<file path="src/rtl/secded_pkg.sv">
// SEC-DED Hamming helpers shared by the protected memory and its decoders.
// Codeword layout: bit 0 = overall parity over bits 1..CW-1; bits 1..CW-1 are
// Hamming positions with parity at powers of two and data LSB-first elsewhere.
// The functions work on fixed maximum-width vectors so that any supported
// DATA_W (up to MAX_DATA_W) can share them; callers cast to their own widths.
package secded_pkg;

   localparam int unsigned MAX_DATA_W = 64;
   localparam int unsigned MAX_CW     = 72;  // 64 data + 7 Hamming + 1 overall

   typedef enum logic [1:0] {
      CLEAN  = 2'd0,
      SINGLE = 2'd1,
      DOUBLE = 2'd2
   } secded_status_e;

   // Smallest p with 2^p >= data_w + p + 1.
   function automatic int unsigned calc_p(input int unsigned data_w);
      int unsigned p;
      p = 0;
      for (int unsigned i = 1; i <= 8; i++) begin
         if (p == 0 && (32'd1 << i) >= data_w + i + 1) p = i;
      end
      return p;
   endfunction

   function automatic int unsigned calc_cw(input int unsigned data_w);
      return data_w + calc_p(data_w) + 1;
   endfunction

   // Hamming parity positions are the powers of two.
   function automatic logic is_pow2(input int unsigned pos);
      return (pos & (pos - 1)) == 0;
   endfunction

   // Places data LSB-first into the non-power-of-two positions, then fills
   // the Hamming parity bits and finally the overall parity bit 0.
   function automatic logic [MAX_CW-1:0] secded_encode(input logic [MAX_DATA_W-1:0] data,
                                                        input int unsigned         data_w);
      logic [MAX_CW-1:0] cw;
      logic              par;
      int unsigned       cw_w;
      int unsigned       p;
      int unsigned       j;
      p    = calc_p(data_w);
      cw_w = data_w + p + 1;
      cw   = '0;
      j    = 0;
      for (int unsigned pos = 1; pos < MAX_CW; pos++) begin
         if (pos < cw_w && !is_pow2(pos)) begin
            if (j < MAX_DATA_W) cw[pos] = data[j];
            j++;
         end
      end
      for (int unsigned i = 0; i < 8; i++) begin
         if (i < p) begin
            par = 1'b0;
            for (int unsigned pos = 1; pos < MAX_CW; pos++) begin
               if (pos < cw_w && ((pos >> i) & 1) == 1) par = par ^ cw[pos];
            end
            cw[32'd1 << i] = par;
         end
      end
      cw[0] = ^cw;
      return cw;
   endfunction

   // Pulls the data bits back out of a (possibly corrected) codeword.
   function automatic logic [MAX_DATA_W-1:0] secded_extract(input logic [MAX_CW-1:0] cw,
                                                            input int unsigned     data_w);
      logic [MAX_DATA_W-1:0] d;
      int unsigned           cw_w;
      int unsigned           j;
      cw_w = calc_cw(data_w);
      d    = '0;
      j    = 0;
      for (int unsigned pos = 1; pos < MAX_CW; pos++) begin
         if (pos < cw_w && !is_pow2(pos)) begin
            if (j < MAX_DATA_W) d[j] = cw[pos];
            j++;
         end
      end
      return d;
   endfunction

endpackage

</file>
<file path="src/rtl/secded_decoder.sv">
// Combinational SEC-DED decoder.
// Ports:
//   cw     in  CW      raw codeword
//   data   out DATA_W  corrected data (raw data bits on uncorrectable error)
//   status out 2       CLEAN / SINGLE / DOUBLE
module secded_decoder
   import secded_pkg::*;
#(
   parameter int unsigned DATA_W = 8,
   localparam int unsigned P     = calc_p(DATA_W),
   localparam int unsigned CW    = DATA_W + P + 1
) (
   input  logic [CW-1:0]     cw,
   output logic [DATA_W-1:0] data,
   output secded_status_e    status
);

   logic [P-1:0]  syn;
   logic          ovr;
   logic [CW-1:0] fixed;

   // Syndrome is the XOR of the positions holding a one; zero for a clean word.
   always_comb begin
      syn = '0;
      for (int unsigned pos = 1; pos < CW; pos++) begin
         if (cw[pos]) syn = syn ^ P'(pos);
      end
      ovr    = ^cw;
      fixed  = cw;
      status = CLEAN;
      if (syn == '0) begin
         // Only the overall parity bit flipped; data bits are intact.
         if (ovr) status = SINGLE;
      end else if (ovr && 32'(syn) < CW) begin
         status     = SINGLE;
         fixed[syn] = ~cw[syn];
      end else begin
         // Even flip count, or a syndrome pointing past the codeword.
         status = DOUBLE;
      end
      data = DATA_W'(secded_extract(MAX_CW'(fixed), DATA_W));
   end

endmodule

</file>
<file path="src/rtl/mem_secded_scrub.sv">
// SEC-DED protected register-file memory with idle-time scrubber and
// saturating error statistics.
// Ports:
//   clk, rst      clock, asynchronous active-high reset
//   wr_en         write encoded data_in to addr
//   rd_en         read addr (result one cycle later)
//   inj_en        fault injection: mem[addr] ^= inj_mask
//   addr          host address
//   data_in       write data
//   inj_mask      raw codeword XOR mask
//   scrub_en      enable background scrubber
//   cnt_clr       synchronous clear of both counters
//   data_out      corrected read data (holds when rd_valid=0)
//   rd_valid      read result valid pulse
//   err_single    corrected error on this read
//   err_double    uncorrectable error on this read
//   corr_cnt      corrected errors seen (host + scrub), saturating
//   uncorr_cnt    uncorrectable errors seen (host + scrub), saturating
//   scrub_busy    scrubber in READ or FIX
module mem_secded_scrub
   import secded_pkg::*;
#(
   parameter int unsigned DATA_W         = 8,
   parameter int unsigned DEPTH          = 16,
   parameter int unsigned SCRUB_INTERVAL = 64,
   parameter int unsigned CNT_W          = 8,
   localparam int unsigned P             = calc_p(DATA_W),
   localparam int unsigned CW            = DATA_W + P + 1,
   localparam int unsigned AW            = $clog2(DEPTH)
) (
   input  logic              clk,
   input  logic              rst,
   input  logic              wr_en,
   input  logic              rd_en,
   input  logic              inj_en,
   input  logic [AW-1:0]     addr,
   input  logic [DATA_W-1:0] data_in,
   input  logic [CW-1:0]     inj_mask,
   input  logic              scrub_en,
   input  logic              cnt_clr,
   output logic [DATA_W-1:0] data_out,
   output logic              rd_valid,
   output logic              err_single,
   output logic              err_double,
   output logic [CNT_W-1:0]  corr_cnt,
   output logic [CNT_W-1:0]  uncorr_cnt,
   output logic              scrub_busy
);

   localparam int unsigned TW = $clog2(SCRUB_INTERVAL + 1);

   typedef enum logic [1:0] {
      S_IDLE = 2'd0,
      S_READ = 2'd1,
      S_FIX  = 2'd2
   } scrub_state_e;

   logic [CW-1:0]     mem [DEPTH];

   logic              host_wr;
   logic              host_inj;
   logic              host_rd;
   logic              host_any;

   logic [DATA_W-1:0] host_data;
   secded_status_e    host_status;
   logic [DATA_W-1:0] scrub_data;
   secded_status_e    scrub_status;

   scrub_state_e      state;
   logic [TW-1:0]     timer;
   logic [AW-1:0]     scrub_ptr;
   logic              fix_pend;
   logic [DATA_W-1:0] fix_data;

   logic              mem_we;
   logic [AW-1:0]     mem_waddr;
   logic [CW-1:0]     mem_wdata;

   logic [1:0]        corr_inc;
   logic [1:0]        uncorr_inc;

   // Only the highest-priority host operation is performed each cycle.
   assign host_wr  = wr_en;
   assign host_inj = !wr_en && inj_en;
   assign host_rd  = !wr_en && !inj_en && rd_en;
   assign host_any = wr_en || inj_en || rd_en;

   secded_decoder #(.DATA_W(DATA_W)) u_host_dec (
      .cw     (mem[addr]),
      .data   (host_data),
      .status (host_status)
   );

   secded_decoder #(.DATA_W(DATA_W)) u_scrub_dec (
      .cw     (mem[scrub_ptr]),
      .data   (scrub_data),
      .status (scrub_status)
   );

   // Single write port: host write/inject, else the scrubber's repair.
   always_comb begin
      mem_we    = 1'b0;
      mem_waddr = addr;
      mem_wdata = '0;
      if (host_wr) begin
         mem_we    = 1'b1;
         mem_wdata = CW'(secded_encode(MAX_DATA_W'(data_in), DATA_W));
      end else if (host_inj) begin
         mem_we    = 1'b1;
         mem_wdata = mem[addr] ^ inj_mask;
      end else if (state == S_FIX && fix_pend && !host_any) begin
         mem_we    = 1'b1;
         mem_waddr = scrub_ptr;
         mem_wdata = CW'(secded_encode(MAX_DATA_W'(fix_data), DATA_W));
      end
   end

   // Storage; reset leaves every word as the all-zero (valid) codeword.
   always_ff @(posedge clk or posedge rst) begin
      if (rst) begin
         for (int unsigned i = 0; i < DEPTH; i++) mem[i] <= '0;
      end else if (mem_we) begin
         mem[mem_waddr] <= mem_wdata;
      end
   end

   // Host read result register.
   always_ff @(posedge clk or posedge rst) begin
      if (rst) begin
         data_out   <= '0;
         rd_valid   <= 1'b0;
         err_single <= 1'b0;
         err_double <= 1'b0;
      end else begin
         rd_valid   <= host_rd;
         err_single <= host_rd && host_status == SINGLE;
         err_double <= host_rd && host_status == DOUBLE;
         if (host_rd) data_out <= host_data;
      end
   end

   // Scrubber: wait out the idle interval, read one word, repair it if needed.
   always_ff @(posedge clk or posedge rst) begin
      if (rst) begin
         state      <= S_IDLE;
         timer      <= '0;
         scrub_ptr  <= '0;
         fix_pend   <= 1'b0;
         fix_data   <= '0;
         scrub_busy <= 1'b0;
      end else begin
         case (state)
            S_IDLE: begin
               if (scrub_en) begin
                  if (timer == TW'(SCRUB_INTERVAL)) begin
                     if (!host_any) begin
                        state      <= S_READ;
                        scrub_busy <= 1'b1;
                     end
                  end else begin
                     timer <= timer + TW'(1);
                  end
               end
            end
            S_READ: begin
               state    <= S_FIX;
               fix_data <= scrub_data;
               // A host write/inject to the same word makes the snapshot stale.
               fix_pend <= scrub_status == SINGLE &&
                           !((wr_en || inj_en) && addr == scrub_ptr);
            end
            S_FIX: begin
               state      <= S_IDLE;
               scrub_busy <= 1'b0;
               timer      <= '0;
               fix_pend   <= 1'b0;
               scrub_ptr  <= scrub_ptr + AW'(1);
            end
            default: begin
               state      <= S_IDLE;
               scrub_busy <= 1'b0;
            end
         endcase
      end
   end

   // Host and scrub detections in the same cycle both count.
   assign corr_inc   = 2'(host_rd && host_status == SINGLE) +
                       2'(state == S_READ && scrub_status == SINGLE);
   assign uncorr_inc = 2'(host_rd && host_status == DOUBLE) +
                       2'(state == S_READ && scrub_status == DOUBLE);

   function automatic logic [CNT_W-1:0] sat_add(input logic [CNT_W-1:0] c,
                                                input logic [1:0]       inc);
      logic [CNT_W:0] sum;
      sum = {1'b0, c} + (CNT_W + 1)'(inc);
      return sum[CNT_W] ? {CNT_W{1'b1}} : sum[CNT_W-1:0];
   endfunction

   // Error statistics; clear beats a same-cycle increment.
   always_ff @(posedge clk or posedge rst) begin
      if (rst) begin
         corr_cnt   <= '0;
         uncorr_cnt <= '0;
      end else if (cnt_clr) begin
         corr_cnt   <= '0;
         uncorr_cnt <= '0;
      end else begin
         corr_cnt   <= sat_add(corr_cnt, corr_inc);
         uncorr_cnt <= sat_add(uncorr_cnt, uncorr_inc);
      end
   end

endmodule

</file>
<file path="config.mk">
export PLATFORM = sky130hd
export DESIGN_NAME = mem_secded_scrub
export DESIGN_NICKNAME = d
export VERILOG_FILES = /design/src/rtl/secded_pkg.sv /design/src/rtl/secded_decoder.sv /design/src/rtl/mem_secded_scrub.sv
export SDC_FILE = /design/constraint.sdc
export NUM_CORES = 1
export LEC_CHECK = 0
export ABC_CLOCK_PERIOD_IN_PS = 10700
export CORE_ASPECT_RATIO = 1.5
export CORE_MARGIN = 5
export CORE_UTILIZATION = 45
export CTS_CLUSTER_SIZE = 20
export DETAILED_ROUTE_END_ITERATION = 10
export HOLD_SLACK_MARGIN = 0.06
export PLACE_DENSITY_LB_ADDON = 0.25
export SYNTH_ARGS = -nofsm -noshare
export SYNTH_HDL_FRONTEND = slang
export SYNTH_SLANG_ARGS = --single-unit
</file>
<file path="constraint.sdc">
create_clock -name clk -period 10.7 [get_ports clk]
set_input_delay 1.605 -clock clk [delete_from_list [all_inputs] [get_ports clk]]
set_output_delay 1.605 -clock clk [all_outputs]
set_load 0.005 [all_outputs]
</file>
==> summary.md <==
| Metric | Value |
|---|---|
| Status | finished with violations |
| Failing checks | max-capacitance violations |
| Pwr dens | 232 nW/µm² |
| Area growth from synthesis to layout | 12.3% |
| Post-synthesis register bit count | 258 |
| Gr ovfl total | 0 |
| Relative slew slack | 0.645% |
| IO Pins | 60 |
| Worst Path Max Fanout | 23 |
| Worst skew pair latency | 550 ps |
| Largest net degree at the start of global routing | between 100 and 150 |
| Critical setup path kind | primary input to flop |
| Required @ worst endpoint | around 11000 ps |
| DIE HEIGHT | 234 µm |
| Initial Utilization | 45.2% |
| # diodes | 0 |
| CTS Buffer Depth | 3 |
| CTS Root Cell | clkbuf_16 |
| Leak | 0.00682 µW |
| Setup violations, final | 0 |
| Worst vdd ir | 136 µV |
| Sequential share of the synthesized area | 43.1% |
| Drt total wl | 41000 µm |
| Post-CTS Hold Buffers | 0 |
| Ys async rst share | 100% |
| Post-DRT Antenna Nets | 0 |
| Post-CTS Resized | 0 |
| Fin area | roughly 17000 µm² |
| CP max stage cell | nor2b_1 |
| Pre-antenna DRT Iters | 5 |
| Die W | ~160 µm |
| Initial antenna violation count | 0 |
| # fillers | around 2800 |
| Critical path startpoint category | primary input |
| Final Wtd Congestion | 0.860 |
| Die ar. | approximately 37000 µm² |
| Post-Syn Nets | 1219 |
| Post-synth EDFFs | 0 |
| Layout cell share with drive strength beyond 1 | 30.8% |
| HPWL after DPL | approximately 28000 µm |
| All-layer global routing usage | approximately 22% |
| Largest cells by area after synthesis | dfrtp_1 (43%), mux4_2 (17%), mux2_2 (12%), xnor2_1 (3.7%), a21oi_1 (2.1%) |
| Post-Syn Area | approximately 15000 µm² |
| Hold Path Class | flop to flop |
| Primary FF master, synth | dfrtp_1 |
| Cell Chain, Critical Path | clkdlybuf4s50_1, buf_4, nor2b_1, a22oi_1, nand2_1, xor3_1, xnor2_2, a21oi_1, o311a_1, fa_1, ha_1, and3_1, nand3_1, a21oi_1 |
| Clk slew on worst S/H paths | 60 ps |
| Total negative slack | 0 ps |
| Cell type with the highest aggregate area in the netlist | dfrtp_1 |
| First-pass GRT wire length | 64500 µm |
| WHS | 498 ps |
| Port Buffers | 59 |
| Core area | 33100 µm² |
| Routed vias/inst | 6.15 |
| Fin crit share | 61.6% |
| Final Max Tran Viols | 0 |
| Synth cell types | 71 |
| Mean Syn Cell Area | 12.7 µm² |
| Worst setup EP type | flop |
| Vias in the first global route | roughly 11000 |
| Iteration-0 DRC Markers | 745 |
| Fmax | 152 MHz |
| CP Launch Point | addr[2] |
| Critical path's most frequent cell | a21oi_1 |
| Most common cell in the netlist | dfrtp_1 |
| CTS H-tree lvls | 1 |
| Fin. Hold Viols | 0 |
| Mapped Cells | approximately 1200 |
| Worst r2r src | scrub_ptr[0] |
| Total number of vias | 10200 |
| Max cap viols | 1 |
| Commonest cells post-synth | dfrtp_1 (258), mux2_2 (161), mux4_2 (114) |
| CTS tree | yes |
| Slowest cell delay on critical path | approximately 1100 ps |
| # Post-CTS Setup Buffers | 0 |
| DRC | 0 |
| Slew of the pin with the lowest slew margin | 1490 ps |
| Synth top area share | 43.1% |
| HP Start | mem[30] |
| Placed Instance Area | 16000 µm² |
| Yosys Warn Count | 0 |
| Total CTS buffers | 25 |
| WL per Instance | 24.8 µm |
| Unrepaired setup endpoints after global routing | false |
| Worst Skew | approximately 20 ps |
| # clock sinks | 258 |
| Tmin final | 6590 ps |
| Critical path data arrival time | around 7000 ps |
| # rows | 82 |
| Nets | 1261 |
## kinds of logic after synthesis
group                    Yosys count  synth area share (%)
multiplexers                     291                  31.0
flip-flops                       258                  43.1
adder cells (fa/ha/maj)           13                  1.15
AO/OA/AOI/OAI                    174                  7.51
XOR/XNOR                         108                  7.05
buffers and inverters            104                  3.27
AND/OR/NAND/NOR                  228                  6.90
## through the flow
step / total power (µW) / utilization, % / worst slack, ps / instances
4_1_cts: 3920 / 50.8 / 4130 / 1655
3_3_place_gp: 2960 / 48.3 / 3680 / 1611
3_5_place_dp: 3000 / 48.3 / 3580 / 1611
5_1_grt: 4130 / 50.8 / 3690 / 1655
6_report: 3900 / 50.8 / 4110 / 1655
2_1_floorplan: 2600 / - / 2000 / 1176
## registers in the layout, summed over array words and instances, names as in the netlist
signal / count
corr_cnt: 8
data_out: 8
err_double: 1
err_single: 1
fix_data: 8
fix_pend: 1
mem: 208
rd_valid: 1
scrub_busy: 1
scrub_ptr: 4
state: 2
timer: 7
uncorr_cnt: 8
## cell type report
cell class / count / area, µm² / share of cell area [%]
clock inverters: 5 / 81.3 / 0.483
multi-input cells: 814 / 8070 / 47.9
well taps: 420 / 526 / 3.12
repair buffers: 92 / 828 / 4.92
flip-flops and latches: 258 / 6460 / 38.4
inverters: 27 / 109 / 0.647
clock buffers: 39 / 758 / 4.50
## cells in the final DEF, fill, tap and decap left out, types with 6 or more instances in the layout
cell / netlist / layout
a221oi_1: 13 / 13
clkbuf_8: 0 / 8
and2_1: 8 / 8
a21oi_1: 64 / 64
mux4_1: 7 / 7
nand2_1: 78 / 78
nor2_1: 69 / 62
clkbuf_1: 48 / 6
o21ai_0: 37 / 37
ha_1: 9 / 9
xor2_1: 34 / 34
nor2_2: 1 / 8
mux2_2: 161 / 161
nor3_1: 10 / 10
mux2i_1: 9 / 9
clkbuf_16: 0 / 25
nand3_1: 27 / 27
dfrtp_1: 258 / 256
buf_4: 0 / 33
a31oi_1: 6 / 6
clkdlybuf4s50_1: 0 / 57
mux4_2: 114 / 114
xnor2_1: 64 / 64
a22oi_1: 18 / 18
inv_1: 26 / 25
## per-layer routing
metal / vias to the layer above / part of all wire (%) / global-route usage [%] / routed length [µm]
met4: 0 / 5.4 / 10.8 / 2200
met5: - / 0 / 0 / 0
met3: 117 / 5.1 / 2.59 / 2080
met2: 333 / 50 / 38.5 / 20700
li1: 4462 / - / - / -
met1: 5270 / 39 / 27.6 / 16000
## power breakdown
| group | switching [µW] | internal (µW) |
|---|---|---|
| registers | 203 | 1250 |
| clock network | 379 | 533 |
| logic | 762 | 771 |
| total | 1340 | 2560 |
## path summary, 6_finish.rpt
check | endpoint | slack, ps | depth (start not counted)
max in group asynchronous | mem[16] | 7480 | 3
min in group asynchronous | timer[3] | 1600 | 2
worst max-delay path | uncorr_cnt[1] | 4110 | 14
worst min register to register | mem[30] | 500 | 2
worst max register to register | uncorr_cnt[1] | 5130 | 14
worst min-delay path | mem[30] | 500 | 2
## worst max-delay path: cells and delay by family
family	cells	cell delay, ps
buf+inv	2	810
xor+xnor	2	1000
fa+ha+maj	2	700
simple gates	4	1920
compound gates	4	910
Power figures use the tool's default switching activity.
